--- src/rtl/snax_gemmx_csr_pkg.sv ---
// Shared types and address-map helpers for the GEMMX CSR manager.
package snax_gemmx_csr_pkg;

  // Launch FSM: IDLE accepts launches, LAUNCH holds the frozen set until the shell takes it.
  typedef enum logic [0:0] {
    IDLE   = 1'b0,
    LAUNCH = 1'b1
  } csr_mgr_state_e;

  // First RO register sits directly after the RW block.
  function automatic int unsigned ro_base(input int unsigned rw_count);
    return rw_count;
  endfunction

  // Launch register sits directly after the RO block.
  function automatic int unsigned launch_addr(input int unsigned rw_count,
                                              input int unsigned ro_count);
    return rw_count + ro_count;
  endfunction

endpackage

--- src/rtl/snax_gemmx_csr_manager.sv ---
// CSR manager for the GEMMX shell: holds RW configuration, serves reads of
// RW/RO/launch-status registers and launches the configuration to the shell.
module snax_gemmx_csr_manager
  import snax_gemmx_csr_pkg::*;
#(
  parameter int unsigned RegRWCount   = 10,
  parameter int unsigned RegROCount   = 2,
  parameter int unsigned RegDataWidth = 32,
  parameter int unsigned RegAddrWidth = 32
) (
  input  logic                                     clk_i,
  input  logic                                     rst_ni,
  input  logic [RegAddrWidth-1:0]                  csr_req_addr_i,
  input  logic [RegDataWidth-1:0]                  csr_req_data_i,
  input  logic                                     csr_req_write_i,
  input  logic                                     csr_req_valid_i,
  output logic                                     csr_req_ready_o,
  output logic [RegDataWidth-1:0]                  csr_rsp_data_o,
  output logic                                     csr_rsp_valid_o,
  input  logic                                     csr_rsp_ready_i,
  output logic [RegRWCount-1:0][RegDataWidth-1:0]  csr_reg_set_o,
  output logic                                     csr_reg_set_valid_o,
  input  logic                                     csr_reg_set_ready_i,
  input  logic [RegROCount-1:0][RegDataWidth-1:0]  csr_reg_ro_set_i
);

  localparam logic [RegAddrWidth-1:0] LaunchAddr =
    RegAddrWidth'(launch_addr(RegRWCount, RegROCount));
  localparam logic [RegAddrWidth-1:0] RoBase = RegAddrWidth'(ro_base(RegRWCount));

  csr_mgr_state_e                          state_q;
  logic [RegRWCount-1:0][RegDataWidth-1:0] cfg_q;
  logic [RegRWCount-1:0][RegDataWidth-1:0] set_q;
  logic                                    set_valid_q;
  logic                                    rsp_valid_q;
  logic [RegDataWidth-1:0]                 rsp_data_q;
  logic [RegDataWidth-1:0]                 rd_data_d;

  logic [RegRWCount-1:0] rw_hit;
  logic [RegROCount-1:0] ro_hit;
  logic                  launch_hit;
  logic                  req_ready;
  logic                  req_fire;
  logic                  launch_start;

  // One-hot address decode; unmapped addresses hit nothing.
  for (genvar i = 0; i < RegRWCount; i++) begin : g_rw_hit
    assign rw_hit[i] = (csr_req_addr_i == RegAddrWidth'(i));
  end
  for (genvar j = 0; j < RegROCount; j++) begin : g_ro_hit
    assign ro_hit[j] = (csr_req_addr_i == (RoBase + RegAddrWidth'(j)));
  end
  assign launch_hit = (csr_req_addr_i == LaunchAddr);

  // Stall while a response is blocked, or while a launch write would overrun an active launch.
  assign req_ready = !(rsp_valid_q && !csr_rsp_ready_i) &&
                     !(launch_hit && csr_req_write_i && (state_q == LAUNCH));
  assign req_fire  = csr_req_valid_i && req_ready;

  // Only a bit0=1 launch write in IDLE starts a launch; bit0=0 is a silent no-op.
  assign launch_start = req_fire && csr_req_write_i && launch_hit &&
                        csr_req_data_i[0] && (state_q == IDLE);

  // AND-OR read mux over the decoded hits; misses read back as zero.
  always_comb begin
    rd_data_d = {RegDataWidth{1'b0}};
    for (int i = 0; i < RegRWCount; i++) begin
      rd_data_d = rd_data_d | ({RegDataWidth{rw_hit[i]}} & cfg_q[i]);
    end
    for (int j = 0; j < RegROCount; j++) begin
      rd_data_d = rd_data_d | ({RegDataWidth{ro_hit[j]}} & csr_reg_ro_set_i[j]);
    end
    if (launch_hit) begin
      rd_data_d = rd_data_d | {{(RegDataWidth-1){1'b0}}, (state_q == LAUNCH)};
    end else begin
      rd_data_d = rd_data_d;
    end
  end

  // Configuration bank: written by the core in either FSM state.
  always_ff @(posedge clk_i or negedge rst_ni) begin
    if (!rst_ni) begin
      cfg_q <= '{default: {RegDataWidth{1'b0}}};
    end else begin
      for (int i = 0; i < RegRWCount; i++) begin
        if (req_fire && csr_req_write_i && rw_hit[i]) begin
          cfg_q[i] <= csr_req_data_i;
        end
      end
    end
  end

  // Launch FSM: snapshot cfg (pre-write values) on launch, hold until the shell accepts.
  always_ff @(posedge clk_i or negedge rst_ni) begin
    if (!rst_ni) begin
      state_q     <= IDLE;
      set_q       <= '{default: {RegDataWidth{1'b0}}};
      set_valid_q <= 1'b0;
    end else begin
      case (state_q)
        IDLE: begin
          if (launch_start) begin
            set_q       <= cfg_q;
            set_valid_q <= 1'b1;
            state_q     <= LAUNCH;
          end
        end
        LAUNCH: begin
          if (csr_reg_set_ready_i) begin
            set_valid_q <= 1'b0;
            state_q     <= IDLE;
          end
        end
        default: begin
          set_valid_q <= 1'b0;
          state_q     <= IDLE;
        end
      endcase
    end
  end

  // Single-entry read response slot; a new read may refill it in the cycle it drains.
  always_ff @(posedge clk_i or negedge rst_ni) begin
    if (!rst_ni) begin
      rsp_valid_q <= 1'b0;
      rsp_data_q  <= {RegDataWidth{1'b0}};
    end else if (req_fire && !csr_req_write_i) begin
      rsp_valid_q <= 1'b1;
      rsp_data_q  <= rd_data_d;
    end else if (csr_rsp_ready_i) begin
      rsp_valid_q <= 1'b0;
    end
  end

  assign csr_req_ready_o     = req_ready;
  assign csr_rsp_valid_o     = rsp_valid_q;
  assign csr_rsp_data_o      = rsp_data_q;
  assign csr_reg_set_o       = set_q;
  assign csr_reg_set_valid_o = set_valid_q;

endmodule

--- config.mk ---
export PLATFORM = sky130hd
export DESIGN_NAME = snax_gemmx_csr_manager
export DESIGN_NICKNAME = d
export VERILOG_FILES = /design/src/rtl/snax_gemmx_csr_pkg.sv /design/src/rtl/snax_gemmx_csr_manager.sv
export SDC_FILE = /design/constraint.sdc
export NUM_CORES = 1
export LEC_CHECK = 0
export ABC_CLOCK_PERIOD_IN_PS = 8150
export BUFFER_PORTS_ARGS = -buffer_cell sky130_fd_sc_hd__buf_4
export CORE_UTILIZATION = 62
export CTS_BUF_LIST = sky130_fd_sc_hd__clkbuf_4 sky130_fd_sc_hd__clkbuf_8
export DETAILED_ROUTE_END_ITERATION = 8
export PLACE_DENSITY = 0.87
export SKIP_CTS_REPAIR_TIMING = 1
export SLEW_MARGIN = 20
export SYNTH_ARGS = -nofsm -noshare
export SYNTH_HDL_FRONTEND = slang
export SYNTH_SLANG_ARGS = --single-unit
--- constraint.sdc ---
create_clock -name clk_i -period 8.15 [get_ports clk_i]
set_input_delay 2.445 -clock clk_i [delete_from_list [all_inputs] [get_ports clk_i]]
set_output_delay 2.445 -clock clk_i [all_outputs]
set_load 0.05 [all_outputs]
==> results of run 1 <==
==> routing by layer <==
metal,vias up,GRT usage [%],share of wire [%]
li1,7720,-,-
met1,9700,47.6,38
met2,1020,56.8,47
met3,258,10.3,10
met4,0,20.0,5.1
met5,-,0,0
==> worst max-delay path: stages <==
cell and delay, ps:
sky130_fd_sc_hd__buf_4 110, sky130_fd_sc_hd__or4_4 700, sky130_fd_sc_hd__or3_1 480, sky130_fd_sc_hd__nor4_2 340
sky130_fd_sc_hd__a31oi_1 160, sky130_fd_sc_hd__buf_4 220
==> state kept, by name, summed over array words and instances (netlist names) <==
name / count
cfg_q: 320
csr_reg_set_o: 320
csr_reg_set_valid_o: 1
csr_rsp_data_o: 32
csr_rsp_valid_o: 1
state_q: 1
==> worst max-delay path by stage <==
| stage | end | depth (start not counted) |
|---|---|---|
| 2_1_floorplan | csr_req_ready_o | 4 |
| 3_3_place_gp | csr_req_ready_o | 6 |
| 3_5_place_dp | csr_req_ready_o | 6 |
| 4_1_cts | csr_req_ready_o | 6 |
| 5_1_grt | csr_req_ready_o | 8 |
| 6_report | csr_req_ready_o | 6 |
==> cells in the final DEF, fill, tap and decap left out, types with 5 or more instances in the layout <==
master,count
sky130_fd_sc_hd__a22oi_1,186
sky130_fd_sc_hd__buf_12,5
sky130_fd_sc_hd__buf_4,522
sky130_fd_sc_hd__clkbuf_4,40
sky130_fd_sc_hd__clkbuf_8,121
sky130_fd_sc_hd__clkinv_2,11
sky130_fd_sc_hd__dfrtp_1,675
sky130_fd_sc_hd__mux2_1,281
sky130_fd_sc_hd__mux2_2,360
sky130_fd_sc_hd__nand2_1,14
sky130_fd_sc_hd__nand2_2,8
sky130_fd_sc_hd__nand3_1,34
sky130_fd_sc_hd__nand4_1,32
sky130_fd_sc_hd__nor4_1,6
sky130_fd_sc_hd__nor4_2,6
sky130_fd_sc_hd__nor4_4,7
sky130_fd_sc_hd__o22a_1,31
==> synth_stat cells, drive strengths merged <==
library cell,n
a21o,2
a21oi,1
a221oi,2
a22o,1
a22oi,186
a31oi,2
a32oi,1
and2,1
and3,1
and4b,2
buf,100
clkbuf,47
dfrtp,675
inv,2
mux2,641
mux4,1
nand2,22
nand2b,1
nand3,34
nand4,32
nor2,5
nor2b,4
nor4,19
o22a,31
or2,1
or3,1
or4,1
==> power by group through the flow <==
stage,sequential (uW),clock (uW),combinational [uW]
after floorplan,3540,0,56.1
after global placement,3460,0,332
after detailed placement,3460,0,337
after CTS,3400,2840,339
after global routing,3400,2990,361
final,3400,2800,338
==> cell type report <==
cell class	count	area (um2)
clock buffers	161	1970
clock inverters	14	78.8
fillers	2530	9780
inverters	2	7.51
multi-input cells	992	9830
flip-flops and latches	675	16900
well taps	585	732
repair buffers	530	4070
==> logic make-up (layout without fill, tap and decap cells) <==
kind of cell | Yosys count | after routing
multiplexers | 642 | 642
flip-flops | 675 | 675
AO/OA/AOI/OAI | 226 | 226
AND/OR/NAND/NOR | 124 | 124
buffers and inverters | 149 | 707
==> stage by stage <==
stage                     cells  utilization, %  setup WS (ps)  power, uW  hold WS [ps]
after detailed placement   2783            72.7           1270       3790           476
final                      2959            77.4           1250       6540           485
after floorplan            1816               -           1680       3600           475
after CTS                  2958            77.4           1260       6570           489
after global placement     2783            72.7           1340       3790           465
after global routing       2959            77.4           1080       6740           499
==> impl.org, run 1 <==
** Outcome
- Outcome :: complete, no violations

** CTS
- Clock input transition at the sequential cells of the worst setup and hold paths :: 60 ps
- Clock root buffer master :: sky130_fd_sc_hd__clkbuf_8
- TritonCTS built the clock tree.
- # clock sinks :: about 680
- The clock reaches the later pin of the worst-skew pair after 710 ps.
- Counting along the longest clock path gives a buffer depth of 3.
- In this run the number of H-tree levels came out at 3.
- TritonCTS Buffers :: slightly above 100

** Synth
- FF+latch count, synth :: 675
- Top-area cell type share of the netlist area :: 61.6%
- The number of nets handed over by synthesis was between 1500 and 2000.
- After synthesis, the cell types taking the most area are sky130_fd_sc_hd__dfrtp_1, sky130_fd_sc_hd__mux2_2, sky130_fd_sc_hd__mux2_1.
- Combinational family with the most area after synthesis :: multiplexers
- Part of the Yosys area used for sequential elements :: roughly three fifths
- The number of different library cells used by synthesis comes to 32.
- Post-synthesis cell area :: 27400 um2
- Synth Area in XOR/XNOR :: 0%
- Compound-cell area share of the yosys netlist :: 6.33%
- Counting every instance in the synthesized netlist gives about 1800.
- Fraction of the mapped netlist area in adder cells :: 0%
- Post-synth top area cell :: sky130_fd_sc_hd__dfrtp_1
- After Yosys synthesis, and, or, nand and nor cells account for 2.66% of the synthesized area.
- The Yosys step of the flow raised 0 warnings.
- Mux contribution to synthesized area :: 26.4%
- In this run the mean area of a mapped cell was 15.1 um2.

** Critical path
- Max Fanout on Critical Path :: 13
- Worst Setup End Kind :: output port
- CP required :: 5710 ps
- In this run the worst setup path begins at csr_req_addr_i[10].
- Slack of the worst reg-to-reg path :: 4980 ps
- The startpoint identified for the worst register-to-register timing path is csr_rsp_valid_o.
- Data on the critical path arrives at its endpoint at 4450 ps.
- Endpoint of the worst register-to-register path :: csr_reg_set_o[234]
- Depth of the worst register-to-register path :: 5
- The worst setup path is launched from a primary input.
- The setup path with the least slack is of type in2out.

** Final layout
- The post-route netlist has 46.0% of its cells at a drive strength greater than 1.
- For this run, the post-layout net count is 2437.
- Area growth, synth to finish :: 22.5%
- # diodes :: 0
- After routing the design area is 33600 um2.

** Floorplanning
- From left edge to right edge, the die measures 212 um.
- During I/O placement, the number of pins put on the boundary was 489.
- Chip Height :: 212 um
- Die footprint :: 45000 um2
- Area of the core :: 43400 um2
- Initial standard-cell utilization of the core :: 63.2%
- The floorplan has 76 rows.

** Worst hold path
- In this run the most critical hold path is launched from csr_reg_set_o[217].
- Cells on Worst Hold Path :: 1
- The tightest min-delay check is of the reg2reg type.
- For hold timing, the worst endpoint is csr_reg_set_o[217].

** Detailed routing
- After detailed routing, the average wire length per cell comes to approximately 28 um.
- Routed via count :: 18700
- The detailed router finished its first iteration with between 1500 and 2000 violations.
- The count of nets left with antenna violations once routing finished came out at 0.
- Sum of routed wire length over all layers :: between 80000 and 90000 um
- Dividing the detail-routed via count by the number of cells gives 6.32.
- Initial DRT Pass Iterations :: 6
- Number of design rule violations left after detail routing :: 0

** STA
- Min Tclk post-route :: 6900 ps
- Setup repair after global routing left no endpoint under its margin.
- The number of slew-limit violations in the final report came to 0.
- Final Setup Violations :: 0
- Adding up every negative setup slack in the final design gives 0 ps.
- Final period util :: 84.6%
- Max Freq :: 145 MHz
- The hold violation count in the final report was 0.
- For the pin with the worst max-slew slack, the measured transition is roughly 940 ps.
- Tightest slew margin relative to the limit :: 37.4%
- The clock arrives with 26.0 ps of skew.

** Power
- Internal power comes to 5000 uW.
- Sw Share :: 23.5%
- Power per standard cell area :: roughly 190 nW/um2
- Static Leak :: 0.0178 uW
- Worst supply voltage drop on vdd :: 0.137 mV
- Combinational group share of total power :: between 5 and 6%
- Sequential cells burn between 50% and 60% of the power.
- Clock network fraction of design power :: 42.9%
- The analysis attributes to net switching a power of 1540 uW.

** Placed design
- Detailed placement ended at an HPWL of 51800 um.
- The congestion estimate from routability-driven global placement came to 0.858.
- Number of I/O port buffers :: 488
- Area after DPL :: 31500 um2

** GRT
- The number of global-route vias before repair is 19700.
- Largest net degree at the start of global routing :: 191
- The number of antenna violations at the first check in global routing came to 0.
- The first global-routing pass estimated 121000 um of wire.
- Leftover overflow at the end of global routing :: 0
- Gr usage total :: 36.9%

** Flow run
- The tool flagged a number of max-cap violations equal to 0.
(Power assumes the default switching activity.)
==> run 2, diff against run 1 <==
--- a/config.mk
+++ b/config.mk
@@ -5,12 +5,12 @@
 export SDC_FILE = /design/constraint.sdc
 export NUM_CORES = 1
 export LEC_CHECK = 0
-export ABC_CLOCK_PERIOD_IN_PS = 8150
+export ABC_CLOCK_PERIOD_IN_PS = 5900
 export BUFFER_PORTS_ARGS = -buffer_cell sky130_fd_sc_hd__buf_4
-export CORE_UTILIZATION = 62
+export CORE_UTILIZATION = 52
 export CTS_BUF_LIST = sky130_fd_sc_hd__clkbuf_4 sky130_fd_sc_hd__clkbuf_8
 export DETAILED_ROUTE_END_ITERATION = 8
-export PLACE_DENSITY = 0.87
+export PLACE_DENSITY = 0.78
 export SKIP_CTS_REPAIR_TIMING = 1
 export SLEW_MARGIN = 20
 export SYNTH_ARGS = -nofsm -noshare
==> constraint.sdc (replaced) <==
create_clock -name clk_i -period 5.9 [get_ports clk_i]
set_input_delay 1.77 -clock clk_i [delete_from_list [all_inputs] [get_ports clk_i]]
set_output_delay 1.77 -clock clk_i [all_outputs]
set_load 0.05 [all_outputs]
==> run 2 against run 1 <==
Compared with the run above:
- first-iteration DRC count fell by 21%
- wire length rose by 2.2%
- sequential share of layout area fell by 0.66 points
- register-to-register slack got worse by 1800 ps
- critical endpoint unchanged
- highest routed layer is now met5
==> impl.org, run 2 (same netlist as run 1, synthesis figures left out) <==
** Detailed routing
- Routed via count :: 18700 (about the same)
- The routed wirelength normalized by instance count is 27.2 um (was 27.7 um).
- DRT antenna net count :: 0 (unchanged)
- The final routed DRC violation total is 0 (unchanged).
- The via-per-instance ratio was 6.06 (was 6.32).
- The count of TritonRoute iterations in the first routing pass is 7 (was 6).
- The DRC violation total after the first TritonRoute iteration was 1301 (was 1639).
- The sum of routed wire length over all layers is 83900 um (was 82100 um).

** Critical path
- Worst Setup End Kind :: output port (unchanged)
- Kind of critical path :: in2out (unchanged)
- The kind of start point of the critical path was a primary input (unchanged).
- Critical path arrival :: 3800 ps (was 4450 ps)
- The maximum fanout count along the critical path is 3 (was 13).
- The critical path data required time came to 4130 ps (was 5710 ps).

** Floorplanning
- Initial standard-cell utilization of the core :: 53.0% (was 63.2%)
- Die footprint :: 53600 um2 (was 45000 um2)
- The overall die width was 232 um (was 212 um).
- Area of the core :: 51700 um2 (was 43400 um2)
- Chip Height :: 232 um (was 212 um)
- The standard-cell row count is 83 (was 76).
- The number of top-level design ports came to 489 (unchanged).

** GRT
- The met1 global-route usage came to 40.9% (was 47.6%).
- Met2 global-route usage :: 50.1% (was 56.8%)
- The number of global-route vias before repair was 19500 (was 19700).
- Gr usage total :: 31.4% (was 36.9%)
- The busiest metal layer after global routing was met2 (unchanged).
- Wire length of the first global-routing pass :: 124000 um (was 121000 um)
- The global-route congestion overflow total was 0 (unchanged).
- The number of antenna violations at the first check in global routing came to 7 (was 0).
- The met3 track demand over resource in global routing was 6.74% (was 10.3%).
- Largest net degree at the start of global routing :: 141 (was 191)

** STA
- Worst-margin pin slew :: 1050 ps (was 939 ps)
- The count of final setup violators came to 0 (unchanged).
- Final max-slew violation count :: 0 (unchanged)
- The worst slew margin relative to its limit was 29.9% (was 37.4%).
- The worst clock skew is 32.1 ps (was 26.0 ps).
- Dividing the final minimum period by the clock period gives 94.4%.
- RSZ-0062 raised after global routing :: false (unchanged)
- Fin. Hold Viols :: 0 (unchanged)
- Derived from the worst setup path, the maximum achievable clock frequency is 180 MHz.
- The worst path needs ~5600 ps of the cycle, external delays included.
- The final-layout setup total negative slack came to 0 ps (unchanged).

** CTS
- Clock root buffer master :: sky130_fd_sc_hd__clkbuf_8 (unchanged)
- The TritonCTS buffer count is 106 (was 102).
- The total number of clock tree sinks was 675 (unchanged).
- Skew-Pair Late Insertion Delay :: 720 ps (was 710 ps)
- Clock tree buffer depth :: 3 (unchanged)
- The clock tree from TritonCTS is done (unchanged).
- The clock-pin slew on the worst setup and hold paths came to 60 ps (about the same).
- The number of levels in the clock H-tree was 3 (unchanged).

** Final layout
- # fillers :: 3744 (was 2530)
- Most frequent cells in the layout :: sky130_fd_sc_hd__dfrtp_1, sky130_fd_sc_hd__buf_4, sky130_fd_sc_hd__mux2_2, sky130_fd_sc_hd__mux2_1, sky130_fd_sc_hd__a22oi_1 (unchanged)
- The proportion of layout cells with a drive suffix above 1 was 46.5% (was 46.0%).
- Area growth, synth to finish :: 24.2% (was 22.5%)
- Commonest non-fill, non-tap cell in the layout :: sky130_fd_sc_hd__dfrtp_1 (unchanged)
- Number of nets in the layout :: 2451 (was 2437)

** Placed design
- Number of I/O port buffers :: 488 (unchanged)
- The sum of net half-perimeters after detailed placement was 54100 um (was 51800 um).
- Final weighted congestion of routability-driven global placement :: 0.852 (was 0.858)

** Power
- The power per unit of standard cell area is 272 nW/um2 (was 195 nW/um2).
- Total chip power :: 9260 uW (was 6540 uW)
- The leakage power of the design came to 0.0180 uW (was 0.0178 uW).
- Worst supply voltage drop on vdd :: 0.192 mV (was 0.137 mV)

** Worst hold path
- Classification of the worst-slack hold path :: reg2reg (unchanged)

** Flow run
- The total of max-cap violations was 0 (unchanged).

** Outcome
- Outcome: complete, no violations (unchanged).
[run 2: cell types whose count changed in the layout (fill, tap and decap cells not counted)]
cell and delta:
sky130_fd_sc_hd__buf_4 +6, sky130_fd_sc_hd__clkinvlp_4 +2, sky130_fd_sc_hd__clkbuf_8 +15, sky130_fd_sc_hd__clkbuf_4 -6
sky130_fd_sc_hd__buf_6 -1, sky130_fd_sc_hd__diode_2 +6, sky130_fd_sc_hd__buf_16 -1, sky130_fd_sc_hd__buf_12 +6
sky130_fd_sc_hd__inv_8 +1
[run 2: stage by stage]
| step | util [%] | cell area (um2) | setup WS [ps] | instances | hold slack (ps) |
|---|---|---|---|---|---|
| finish | 65.8 | 34000 | 330 | 3082 | 487 |
| global route | 65.8 | 34000 | 264 | 3082 | 497 |
| CTS | 65.8 | 34000 | 363 | 3076 | 484 |
| detailed placement | 61.4 | 31800 | 382 | 2889 | 472 |
| global placement | 61.4 | 31800 | 404 | 2889 | 466 |
| floorplan | - | 27400 | 778 | 1816 | 475 |
[run 2: power breakdown]
| part | switching [uW] | internal, uW | total [uW] |
|---|---|---|---|
| registers | 26.4 | 4670 | 4690 |
| clock network | 1820 | 2270 | 4090 |
| logic | 326 | 145 | 471 |
[run 2: layer usage]
metal,share of wire (%),up-vias,wire [um]
met1,39,9825,33100
met4,4.3,2,3630
met2,48,876,40300
li1,-,7763,-
met3,8.1,216,6790
met5,0.020,-,17
[run 2: path summary, 6_finish.rpt]
| check | start | endpoint | slack [ps] | cells after the start |
|---|---|---|---|---|
| max | csr_req_addr_i[26] | csr_req_ready_o | 330 | 8 |
| max reg2reg | csr_rsp_valid_o | cfg_q[174] | 3230 | 5 |
| min reg2reg | csr_reg_set_o[247] | csr_reg_set_o[247] | 490 | 1 |
| max in group asynchronous | rst_ni | csr_reg_set_o[166] | 3340 | 2 |
| min in group asynchronous | rst_ni | csr_reg_set_o[206] | 1150 | 1 |
| min | csr_reg_set_o[247] | csr_reg_set_o[247] | 490 | 1 |
[run 2: layout make-up]
| type | instances | area (um2) | area share [%] |
|---|---|---|---|
| diodes | 6 | 15.0 | 0.0441 |
| clock buffers | 170 | 2130 | 6.25 |
| clock inverters | 17 | 105 | 0.309 |
| inverters | 2 | 7.51 | 0.0221 |
| multi-input cells | 992 | 9830 | 28.9 |
| flip-flops and latches | 675 | 16900 | 49.6 |
| well taps | 680 | 851 | 2.50 |
| repair buffers | 540 | 4200 | 12.3 |
[run 2: worst max-delay path, cell delays in order]
cell                      delay [ps]
sky130_fd_sc_hd__buf_4           110
sky130_fd_sc_hd__nor4_1          340
sky130_fd_sc_hd__nand4_1         310
sky130_fd_sc_hd__or3_1           560
sky130_fd_sc_hd__nor4_2          250
sky130_fd_sc_hd__buf_4           170
sky130_fd_sc_hd__a31oi_1          80
sky130_fd_sc_hd__buf_4           210
